===== src/rtl/store_narrow.sv =====
// store_narrow: store-path narrowing into word-aligned beats with byte enables; STORE_SPLIT_EN builds two-beat boundary-crossing stores
module store_narrow (
   input  logic        clk,
   input  logic        rst_n,
   input  logic        in_valid,
   output logic        in_ready,
   input  logic [31:0] in_addr,
   input  logic [31:0] in_data,
   input  logic [1:0]  in_size,
   output logic        out_valid,
   input  logic        out_ready,
   output logic [31:0] out_addr,
   output logic [31:0] out_wdata,
   output logic [3:0]  out_be,
   output logic        err
);
   localparam logic [1:0] IDLE = 2'd0;
   localparam logic [1:0] LAST = 2'd1;
`ifdef STORE_SPLIT_EN
   localparam logic [1:0] FIRST = 2'd2;
`endif
   logic [1:0]  state_q, state_d;
   logic [31:0] addr_q, addr_d;
   logic [31:0] wdata_q, wdata_d;
   logic [3:0]  be_q, be_d;
   logic        err_q, err_d;
   logic [3:0]  m;
   logic [7:0]  mask8;
   logic [31:0] dmask;
   logic [63:0] data64;
   logic [31:0] addr0;
   logic        split, illegal, accept;
`ifdef STORE_SPLIT_EN
   logic [31:0] b1_addr_q, b1_addr_d;
   logic [31:0] b1_wdata_q, b1_wdata_d;
   logic [3:0]  b1_be_q, b1_be_d;
`else
   logic        unused_hi;
   assign unused_hi = ^data64[63:32];
`endif

   assign m      = in_size == 2'b00 ? 4'b0001 : in_size == 2'b01 ? 4'b0011 : 4'b1111;
   assign dmask  = in_size == 2'b00 ? 32'h0000_00FF : in_size == 2'b01 ? 32'h0000_FFFF : 32'hFFFF_FFFF;
   assign mask8  = {4'b0000, m} << in_addr[1:0];
   assign data64 = {32'b0, in_data & dmask} << {in_addr[1:0], 3'b000};
   assign addr0  = {in_addr[31:2], 2'b00};
   assign split  = |mask8[7:4];
`ifdef STORE_SPLIT_EN
   assign illegal = in_size == 2'b11;
`else
   assign illegal = in_size == 2'b11 || split;
`endif
   assign in_ready  = rst_n && (state_q == IDLE || (state_q == LAST && out_ready));
   assign accept    = in_valid && in_ready;
   assign out_valid = state_q != IDLE;
   assign out_addr  = addr_q;
   assign out_wdata = wdata_q;
   assign out_be    = be_q;
   assign err       = err_q;

   // next beat selection: accept a new store, advance a split store, or retire to idle
   always_comb begin
      state_d = state_q;
      addr_d  = addr_q;
      wdata_d = wdata_q;
      be_d    = be_q;
      err_d   = accept && illegal;
`ifdef STORE_SPLIT_EN
      b1_addr_d  = b1_addr_q;
      b1_wdata_d = b1_wdata_q;
      b1_be_d    = b1_be_q;
`endif
      if (accept && !illegal) begin
         addr_d  = addr0;
         wdata_d = data64[31:0];
         be_d    = mask8[3:0];
`ifdef STORE_SPLIT_EN
         state_d    = split ? FIRST : LAST;
         b1_addr_d  = addr0 + 32'd4;
         b1_wdata_d = data64[63:32];
         b1_be_d    = mask8[7:4];
`else
         state_d = LAST;
`endif
      end else if (accept || (state_q == LAST && out_ready)) begin
         state_d = IDLE;
      end
`ifdef STORE_SPLIT_EN
      if (state_q == FIRST && out_ready) begin
         state_d = LAST;
         addr_d  = b1_addr_q;
         wdata_d = b1_wdata_q;
         be_d    = b1_be_q;
      end
`endif
   end

   // state and beat registers; reset discards any held or latched beat
   always_ff @(posedge clk) begin
      if (!rst_n) begin
         state_q    <= IDLE;
         addr_q     <= '0;
         wdata_q    <= '0;
         be_q       <= '0;
         err_q      <= 1'b0;
`ifdef STORE_SPLIT_EN
         b1_addr_q  <= '0;
         b1_wdata_q <= '0;
         b1_be_q    <= '0;
`endif
      end else begin
         state_q    <= state_d;
         addr_q     <= addr_d;
         wdata_q    <= wdata_d;
         be_q       <= be_d;
         err_q      <= err_d;
`ifdef STORE_SPLIT_EN
         b1_addr_q  <= b1_addr_d;
         b1_wdata_q <= b1_wdata_d;
         b1_be_q    <= b1_be_d;
`endif
      end
   end
endmodule

===== config.mk =====
export PLATFORM = sky130hd
export DESIGN_NAME = store_narrow
export DESIGN_NICKNAME = d
export VERILOG_FILES = /design/src/rtl/store_narrow.sv
export SDC_FILE = /design/constraint.sdc
export NUM_CORES = 1
export LEC_CHECK = 0
export BUFFER_PORTS_ARGS = -buffer_cell sky130_fd_sc_hd__buf_2
export CAP_MARGIN = 20
export CORE_ASPECT_RATIO = 1.25
export CORE_UTILIZATION = 43
export CTS_CLUSTER_DIAMETER = 80
export DETAILED_ROUTE_END_ITERATION = 6
export MAX_ROUTING_LAYER = met4
export PLACE_DENSITY = 0.87
export SYNTH_ARGS = -nofsm -noshare
export SYNTH_HDL_FRONTEND = slang
export SYNTH_SLANG_ARGS = --single-unit

===== constraint.sdc =====
create_clock -name clk -period 1.15 [get_ports clk]
set_input_delay 0.115 -clock clk [delete_from_list [all_inputs] [get_ports clk]]
set_output_delay 0.115 -clock clk [all_outputs]
set_load 0.02 [all_outputs]

* Yosys cells after proc, flatten, opt, wreduce, memory -nomap -nowiden
Cells that the tools add are included.
** Cells by class
- Eq/ne operators :: 2
- Shift-type cells :: 2
- Multiplexer cells :: 6
- Bitwise operators :: 1
- Reductions and logical operators :: 13
** Operators by type and width (number)
- $mux 32 :: 2
- $and 32x32->32 :: 1
- $shl 32x5->32 :: 1
- $mux 4 :: 2
- $shl 4x2->8 :: 1
- $logic_and 1x1->1 :: 5
- $logic_not 2->1 :: 2
- $reduce_or 4->1 :: 1
- $logic_or 1x1->1 :: 3
- $eq 2x1->1 const B :: 1
- $eq 2x2->1 const B :: 1
- $mux 1 :: 2
- $reduce_bool 2->1 :: 1
- $logic_not 1->1 :: 1
** Word-level totals
- Flip-flop bits (word level) :: 68
- Bits of input ports :: 70
- Logic and storage cells :: 29

* Depth between registers and ports, before layout
Gate-level depths: netlist of the first run.
- Depth in word-level cells :: 9
- Mapped depth :: 6
- Gate-level depth less buffers :: 4

* Worst setup path after synthesis of the first run
No wires, ideal clock.
- Path kind :: reg-to-reg
- Start point :: register state_q[0]
- End point :: register wdata_q[29] (netlist: out_wdata[29])
- Library setup time :: 0.134 ns
- Data arrival time :: 1.211 ns
- Data required time :: 1.016 ns
- Path slack :: -0.195 ns
- Stages on the path, launching flop included :: 7
- Period minus slack after synthesis :: 1.345 ns
- Cell sequence :: dfxtp_1 > nand2b_1 > and3_1 > buf_4 > buf_2 > a21oi_1 > a211oi_1
** On the way
- Cells in the longest elaborated chain, start to end :: 5
- Elaborated cells between the ends (all ways) :: 6
** Ends and longest elaborated chain
- start, declared :: line 22 : logic [1:0] state_q, state_d;
- start signal, assigned :: line 112 : state_q <= state_d;
- $logic_not 2->1 / $logic_and 1x1->1 (equally long branches) :: line 53 : assign in_ready = rst_n && (state_q == IDLE || (state_q == LAST && out_ready));
- $logic_or 1x1->1 * :: line 53
- $logic_and 1x1->1 * :: line 53
- $logic_and 1x1->1 * :: line 54 : assign accept = in_valid && in_ready;
- $logic_and 1x1->1 * :: line 73 : if (accept && !illegal) begin
- end signal, assigned :: line 114 : wdata_q <= wdata_d;
- end, declared :: line 24 : logic [31:0] wdata_q, wdata_d;
Every way passes the cells marked *; elsewhere a longest branch is shown, timed or not.
A chain may end at the register's enable or synchronous reset.

* Worst setup path after layout of the first run
- Start point :: register state_q[0]
- End point :: register wdata_q[23] (netlist: out_wdata[23])
Same word-level chain as after synthesis.

==> results_dict.tcl, run 1 <==
set metrics [dict create \
    status "complete, but fails checks" \
    violations "setup timing" \
    path_max_fanout 6 \
    grt_max_degree 50 \
    hold_viol 0 \
    start_util 0.452 \
    antenna_found_initial 0 \
    final_core_utilization 0.625 \
    dpl.hpwl_mm 7.28 \
    ys_seq_area_frac 0.426 \
    post_synth.cell_area_avg_sq_um 8.36 \
    dieArea_sq_um 7770 \
    fmax_ghz 0.779 \
    slew_viol_final 0 \
    vdd_ir_drop_max_uv 699 \
    hold_buffers 0 \
    syn_to_final_growth_pct 38.3 \
    ant_nets 0 \
    pre_cts_ws_ns -0.211 \
    vias_per_cell 5.79 \
    wire_per_inst_microns 16.5 \
    yosysWarnings 0 \
    layout_setup_ws_ns -0.133 \
    required_ns 1.39 \
    io_buffers 138 \
    cts-root-buf "clkbuf_8" \
    tritoncts "done" \
    antenna_cells 0 \
    netlist-cell-type-count 38 \
    die_y_microns 98.3 \
    cts_buffer_depth 2 \
    num_vias 3598 \
    stdcell_count 621 \
    finish.instance_area_sq_um 4410 \
    syn_area_sq_um 3190 \
    grt_overflow 0 \
    worstSkewPairLatency_ns 0.34 \
    synthCells 382 \
    rsz0062_at_grt "true" \
    worst_clock_skew_ns 0.00583 \
    gp_congestion 0.887 \
    endpoint_kind "flip-flop" \
    period_minus_slack_ns 1.28 \
    io_pins 141 \
    crit_path_start_kind "flip-flop" \
    worstSetupPathType "reg2reg" \
    clock_sink_count 68 \
    fillers 609 \
    crit_arrival_ns 1.52 \
    holdWs_ns 0.0178 \
    row_count 34 \
    setup_viol 62 \
    powerDensity_nw_per_um2 1270 \
    track_usage 0.272 \
    remaining_drc_errors 0 \
    p_leak_nw 1.95 \
    period_share 1.12 \
    fp.dieW_microns 79.1 \
    hold_class "in2reg" \
    design.core.area_sq_um 7060 \
    drt_iter0_drc 245 \
    grt_pass1_vias 3379 \
    placed_area_sq_um 4100 \
    grt_pass1_wl_mm 16.2 \
    drtPass1Iterations 4 \
    drt-total-wl_mm 10.3 \
    clk_pin_slew_ns 0.07 \
    drive_gt1_frac 0.412 \
    cap_violations 0 \
    final_nets 596 \
    dp.cells 600 \
    cts_max_level 3 \
    numCtsBuffers 9 \
    synth-seq-cells 68 \
]
==> cell type report <==
type                       count  area [sq um]  share of cell area
sequential                    68          1370               0.309
clock buffer                  12           155              0.0351
multi-input combinational    269          1620               0.368
inverter                       3          11.3             0.00255
timing repair buffer         175          1100               0.249
clock inverter                 4          47.5              0.0108
tap                           90           113              0.0255
==> where the power goes <==
group / internal [mW] / total (mW) / leakage, nW / switching [mW]
clock: 1.11 / 2.01 / 0.102 / 0.900
sequential: 2.44 / 2.48 / 0.553 / 0.0422
combinational: 0.446 / 1.11 / 1.29 / 0.662
==> repair_timing <==
item / CTS / global route
resized for setup: 2 / 14
pin swaps: 4 / 3
buffers inserted: 3 / 0
gates cloned: 1 / 1
setup endpoints to repair: 65 / 67
==> flip-flops by register name, summed over array words and instances (netlist names) <==
name       flops
out_wdata     32
out_addr      30
err            1
out_be         4
state_q        1
==> worst max-delay path: stages (launching register included) <==
cell and delay [ns]:
dfxtp_4 0.36, nand2b_4 0.08, and3_4 0.29, buf_6 0.14, o211ai_1 0.08, o221a_2 0.24
==> metrics by stage <==
step | TNS (ns) | power [mW]
after floorplan | -0.162 | 3.16
after global placement | -7.31 | 3.56
after detailed placement | -9.87 | 3.58
after CTS | -4.85 | 5.58
after global routing | -8.31 | 5.82
final | -4.50 | 5.60
==> kinds of logic (layout without fill, tap and decap cells) <==
kind of cell    after synthesis  after routing  synth area share
mux                           8              8            0.0251
compound gates              172            172             0.317
buf+inv                      47            194            0.0862
other cells                   1              2           0.00117
flops                        68             68             0.427
simple gates                 86             87             0.144
==> final timing paths <==
check,from,slack (ns),cells after the start,to
worst max register to register,state_q[0],-0.13,5,out_wdata[23]
worst max-delay path,state_q[0],-0.13,5,out_wdata[23]
worst min-delay path,in_addr[31],0.02,3,out_addr[31]
worst min register to register,out_addr[31],0.47,2,out_addr[31]
==> Yosys cell counts (all sizes together) <==
| master | n | area (sq um) |
|---|---|---|
| mux2i | 8 | 80.1 |
| a21o | 2 | 22.5 |
| nand3 | 32 | 165 |
| o211ai | 8 | 60.1 |
| o2111ai | 1 | 8.76 |
| o221a | 8 | 90.1 |
| nor3 | 1 | 5.00 |
| and3 | 9 | 56.3 |
| conb | 1 | 3.75 |
| inv | 3 | 11.3 |
| a311oi | 1 | 8.76 |
| or2 | 1 | 6.26 |
| a22oi | 8 | 60.1 |
| buf | 31 | 213 |
| nor2b | 3 | 18.8 |
| nor2 | 12 | 55.1 |
| nand2b | 2 | 12.5 |
| or4 | 1 | 7.51 |
| nand4 | 16 | 100 |
| o21a | 2 | 15.0 |
| a211oi | 8 | 60.1 |
| o21ai | 67 | 339 |
| a21oi | 67 | 347 |
| dfxtp | 68 | 1360 |
| nand2 | 9 | 33.8 |
| clkbuf | 13 | 51.3 |
==> metal layers <==
metal | track usage | vias up | wire length (microns)
met5 | - | - | 0
met4 | 0.103 | 0 | 243
met3 | 0.0467 | 18 | 746
met2 | 0.462 | 184 | 5160
met1 | 0.316 | 1689 | 4110
li1 | - | 1707 | -
==> cell usage in the layout, fill, tap and decap left out, types with 10 or more instances in the layout <==
| master | Yosys | layout |
|---|---|---|
| a21oi_1 | 66 | 63 |
| buf_2 | 17 | 137 |
| buf_4 | 6 | 26 |
| clkbuf_8 | 0 | 11 |
| dfxtp_1 | 68 | 67 |
| nand3_1 | 31 | 31 |
| nand4_1 | 16 | 16 |
| nor2_1 | 10 | 10 |
| o21ai_0 | 48 | 45 |
| o21ai_1 | 18 | 21 |
No activity file was read; power rests on OpenSTA's default activity.
==> run 2: changes to the inputs <==
--- a/config.mk
+++ b/config.mk
@@ -7,12 +7,14 @@
 export LEC_CHECK = 0
 export BUFFER_PORTS_ARGS = -buffer_cell sky130_fd_sc_hd__buf_2
 export CAP_MARGIN = 20
+export CELL_PAD_IN_SITES_DETAIL_PLACEMENT = 1
+export CELL_PAD_IN_SITES_GLOBAL_PLACEMENT = 2
 export CORE_ASPECT_RATIO = 1.25
-export CORE_UTILIZATION = 43
+export CORE_UTILIZATION = 23
 export CTS_CLUSTER_DIAMETER = 80
 export DETAILED_ROUTE_END_ITERATION = 6
 export MAX_ROUTING_LAYER = met4
-export PLACE_DENSITY = 0.87
+export PLACE_DENSITY = 0.85
 export SYNTH_ARGS = -nofsm -noshare
 export SYNTH_HDL_FRONTEND = slang
 export SYNTH_SLANG_ARGS = --single-unit
==> run 2 against run 1 <==
The run still ends with setup timing left; register-to-register slack about the same; sequential share of layout area down 2.5 points; final area up 8.9%; critical path type unchanged; sequential cell count unchanged; global-route usage down 8.9 points; worst hold slack better by 0.017 ns; clock power up 38%; via count up 0.53%; count of clock-buffer cells in the layout down 3; die area up 85%; core utilization down 27 points; power up 16%.
==> results_dict.tcl, run 2 (synthesis gave the netlist of run 1 again) <==
set metrics [dict create \
    status "complete, but fails checks" \
    violations "setup timing" \
    clk_pin_slew_ns 0.06 \
    power_mw 6.48 \
    clock_sink_count 68 \
    hold_viol 0 \
    dieArea_sq_um 14400 \
    fp.dieW_microns 107 \
    wire_per_inst_microns 17.9 \
    worstRegToRegCells 5 \
    cp-startpoint "state_q[0]" \
    slew_viol_final 0 \
    io_pins 141 \
    cap_violations 0 \
    vdd_ir_drop_max_uv 715 \
    period_minus_slack_ns 1.28 \
    crit_arrival_ns 1.50 \
    cp_num_cells 5 \
    tritoncts "done" \
    die_y_microns 134 \
    layout_common_cells "buf_2 (136), dfxtp_1 (67), a21oi_1 (57)" \
    drtPass1Iterations 4 \
    hold_class "in2reg" \
    setup_viol 64 \
    antenna_found_initial 0 \
    cts-root-buf "clkbuf_16" \
    fmax_ghz 0.780 \
    crit_slowest_cell "dfxtp_4" \
    gp_congestion 0.950 \
    rsz0062_at_grt "true" \
    io_buffers 138 \
    powerDensity_nw_per_um2 1350 \
    worstSetupPathType "reg2reg" \
    layout_commonest_cell "buf_2" \
    critical-path-max-stage-delay_ns 0.35 \
    grt_overflow 0 \
    seq_power_share 0.384 \
    crit_family "simple AND/OR/NAND/NOR gates" \
    fillers 1638 \
    syn_to_final_growth_pct 50.6 \
    numCtsBuffers 9 \
    crit_path_start_kind "flip-flop" \
    stdcell_count 706 \
    seqCellArea_sq_um 1370 \
    final_core_utilization 0.359 \
    worstPathCellList "nand2b_4 -> and3_4 -> buf_12 -> o211ai_1 -> o221a_2" \
    timing.rr.start "state_q[0]" \
    num_vias 3617 \
    remaining_drc_errors 0 \
    grt_pass1_wl_mm 19.7 \
    worstSkewPairLatency_ns 0.33 \
    layout_setup_ws_ns -0.133 \
    pwr-share-clk 0.427 \
    ant_nets 0 \
    switching_share 0.285 \
    drive_gt1_frac 0.434 \
    path_max_fanout 5 \
    holdWs_ns 0.0346 \
    cp_num_buf_inv 1 \
    p_sw_mw 1.85 \
    row_count 47 \
    grt_pass1_vias 3640 \
    fin_setup_tns_ns -3.49 \
    dpl.hpwl_mm 9.46 \
    required_ns 1.37 \
    p_leak_nw 2.05 \
    dp.cells 684 \
    largest_reg_flops 32 \
    grt_max_degree 31 \
    drt-total-wl_mm 12.6 \
    track_usage 0.183 \
    worstReg2RegEnd "out_wdata[21]" \
    multi_input_area_sq_um 1680 \
    antenna_cells 0 \
    final_nets 600 \
    vias_per_cell 5.12 \
    r2r_slack_ns -0.13 \
    comb_power_share 0.189 \
    start_util 0.238 \
    endpoint_kind "flip-flop" \
    cts_buffer_depth 2 \
    crit_end "out_wdata[21]" \
    intPower_mw 4.63 \
    drt_iter0_drc 203 \
    cts_max_level 3 \
    period_share 1.12 \
    design.core.area_sq_um 13400 \
    worst_clock_skew_ns 0.00973 \
]
-- run 2: cell count changes in the layout (fill, tap and decap cells not counted), moves of 5 or more --
| cell | before | now |
|---|---|---|
| buf_4 | 26 | 20 |
| a21oi_1 | 63 | 57 |
| clkbuf_16 | 1 | 9 |
| buf_12 | 8 | 17 |
| a21oi_2 | 3 | 8 |
| clkbuf_8 | 11 | 0 |
-- run 2: area by class of cell --
cell class,count,area share
sequential,68,0.284
clock inverter,7,0.0156
clock buffer,9,0.0468
multi-input combinational,269,0.348
timing repair buffer,179,0.258
inverter,3,0.00234
tap,171,0.0445
-- run 2: metal layers --
metal / up-vias / GRT usage / wire length [microns]
met5: - / - / 0
met4: 0 / 0.0609 / 269
met3: 21 / 0.0391 / 697
met2: 142 / 0.311 / 6430
met1: 1748 / 0.212 / 5210
li1: 1706 / - / -
-- run 2: worst min-delay path by stage --
stage	startpoint	end	slack, ns	cells after the start
floorplan	in_addr[10]	out_addr[10]	0.26	2
global placement	in_addr[27]	out_addr[27]	0.37	3
detailed placement	in_addr[20]	out_addr[20]	0.38	3
CTS	in_addr[20]	out_addr[20]	0.03	3
global route	in_addr[15]	out_addr[15]	0.03	3
finish	in_addr[22]	out_addr[22]	0.03	3
-- run 2: timing repair --
| item | 4_1_cts | 5_1_grt |
|---|---|---|
| buffers inserted | 5 | 0 |
| hold buffers | 0 | 0 |
| pin swaps | 23 | 2 |
| gates cloned | 2 | 0 |
| setup endpoints to repair | 67 | 68 |
| gates resized for setup | 21 | 15 |
-- run 2: tightest hold or removal path: stages --
cell	delay, ns
buf_2	0.09
nand3_1	0.06
a21oi_1	0.05
-- run 2: power groups by stage --
stage               clock [mW]  combinational [mW]  sequential, mW
global route              2.94                1.31            2.50
floorplan                    0               0.528            2.63
finish                    2.77                1.22            2.49
CTS                       2.84                1.21            2.49
detailed placement           0                1.14            2.54
global placement             0                1.11            2.53
-- run 2: metrics by stage --
step                area [sq um]  setup WS [ns]
finish                      4810         -0.133
global route                4810         -0.166
CTS                         4790         -0.135
detailed placement          4310         -0.220
global placement            4310         -0.151
floorplan                   3240       -0.00553
==> run 3: changes to the inputs <==
--- a/config.mk
+++ b/config.mk
@@ -15,6 +15,7 @@
 export DETAILED_ROUTE_END_ITERATION = 6
 export MAX_ROUTING_LAYER = met4
 export PLACE_DENSITY = 0.85
+export SKIP_LAST_GASP = 1
 export SYNTH_ARGS = -nofsm -noshare
 export SYNTH_HDL_FRONTEND = slang
 export SYNTH_SLANG_ARGS = --single-unit
==> run 3 against run 2 <==
The run still ends with setup timing left; non-clock buffer count stayed put; via count hardly changed; sequential cell count unchanged; global-route usage about the same; highest routed layer unchanged; largest power group unchanged; final area is 0.57% lower.
==> results_dict.tcl, run 3 (synthesis gave the netlist of run 1 again) <==
set metrics [dict create \
    remaining_drc_errors 0 \
    stdcell_count 706 \
    grt_pass1_vias 3641 \
    io_pins 141 \
    cts_buffer_depth 2 \
    dieArea_sq_um 14400 \
    powerDensity_nw_per_um2 1350 \
    rsz0062_at_grt "true" \
    fp.dieW_microns 107 \
    clk_pin_slew_ns 0.06 \
    p_leak_nw 2.04 \
    layout_common_cells "buf_2 (136), dfxtp_1 (67), a21oi_1 (61)" \
    cap_violations 0 \
    syn_to_final_growth_pct 49.8 \
    worstSkewPairLatency_ns 0.33 \
    worstSetupPathType "reg2reg" \
    endpoint_kind "flip-flop" \
    cp-startpoint "state_q[0]" \
    path_max_fanout 5 \
    numCtsBuffers 9 \
    hold_buffers 0 \
    row_count 47 \
    layout_commonest_cell "buf_2" \
    multi_input_area_sq_um 1650 \
    slew_viol_final 0 \
    worst_clock_skew_ns 0.00947 \
    setup_viol 64 \
    final_nets 600 \
    design.core.area_sq_um 13400 \
    clock_sink_count 68 \
    start_util 0.238 \
    grt_overflow 0 \
    cts_max_level 3 \
    drtPass1Iterations 4 \
    layout_setup_ws_ns -0.134 \
    required_ns 1.37 \
    crit_arrival_ns 1.50 \
    cts-root-buf "clkbuf_16" \
    track_usage 0.183 \
    dp.cells 684 \
    hold_viol 0 \
    final_core_utilization 0.357 \
    dpl.hpwl_mm 9.46 \
    fmax_ghz 0.779 \
    fillers 1634 \
    status "complete, but fails checks" \
    holdWs_ns 0.0346 \
    drt_iter0_drc 188 \
    gp_congestion 0.950 \
    io_buffers 138 \
    wire_per_inst_microns 17.8 \
    seqCellArea_sq_um 1370 \
    tritoncts "done" \
    drt-total-wl_mm 12.5 \
    antenna_found_initial 0 \
    vdd_ir_drop_max_uv 714 \
    hold_class "in2reg" \
    power_mw 6.47 \
    period_share 1.12 \
    antenna_cells 0 \
    vias_per_cell 5.13 \
    violations "setup timing" \
    timing.rr.start "state_q[0]" \
    grt_max_degree 31 \
    fin_setup_tns_ns -3.47 \
    hold_start "in_addr[22]" \
    die_y_microns 134 \
    grt_pass1_wl_mm 19.6 \
    num_vias 3620 \
    drive_gt1_frac 0.424 \
    largest_reg_flops 32 \
    crit_path_start_kind "flip-flop" \
    ant_nets 0 \
    period_minus_slack_ns 1.28 \
]
==> run 3: cell types whose count changed in the layout (fill, tap and decap cells not counted) <==
cell	change
a211oi_1	+1
a211oi_2	-1
a21oi_1	+4
a21oi_2	-3
a21oi_4	-1
o21ai_0	+1
o21ai_1	-1
==> run 3: where the power goes <==
part / total (mW) / leakage (nW) / switching (mW) / internal (mW)
sequential: 2.49 / 0.553 / 0.0486 / 2.44
combinational: 1.21 / 1.35 / 0.709 / 0.503
clock: 2.77 / 0.138 / 1.09 / 1.68
==> run 3: layout make-up <==
type,count,share of cell area
multi-input cells,269,0.345
clock inverters,7,0.0157
flip-flops and latches,68,0.286
inverters,3,0.00236
clock buffers,9,0.0471
well taps,171,0.0448
repair buffers,179,0.260
==> run 3: per-layer routing <==
layer,GRT usage,part of all wire
met3,0.0391,0.055
met4,0.0609,0.021
met5,-,0
met1,0.212,0.42
met2,0.311,0.51
==> run 3: final timing paths <==
| kind | endpoint | slack [ns] | cells after the start |
|---|---|---|---|
| hold reg to reg | out_addr[6] | 0.47 | 2 |
| hold / removal | out_addr[22] | 0.03 | 3 |
| setup / recovery | out_wdata[21] | -0.13 | 5 |
| setup reg to reg | out_wdata[21] | -0.13 | 5 |
==> run 3: critical path, stage by stage (launching register included) <==
cell and delay [ns]:
dfxtp_4 0.35, nand2b_4 0.08, and3_4 0.27, buf_12 0.14, o211ai_1 0.09, o221a_2 0.24
==> run 3: repair_timing <==
item                                   4_1_cts  5_1_grt
endpoints found under the hold margin        0        0
buffers inserted                             5        0
setup endpoints to repair                   67       68
pin swaps                                   21        2
resized for setup                           19       10
gates cloned                                 2        0
==> run 3: stage by stage <==
step	setup WS, ns	cell area [sq um]
after CTS	-0.135	4780
after floorplan	-0.00553	3240
after global placement	-0.151	4310
after detailed placement	-0.220	4310
final	-0.134	4780
after global routing	-0.176	4780
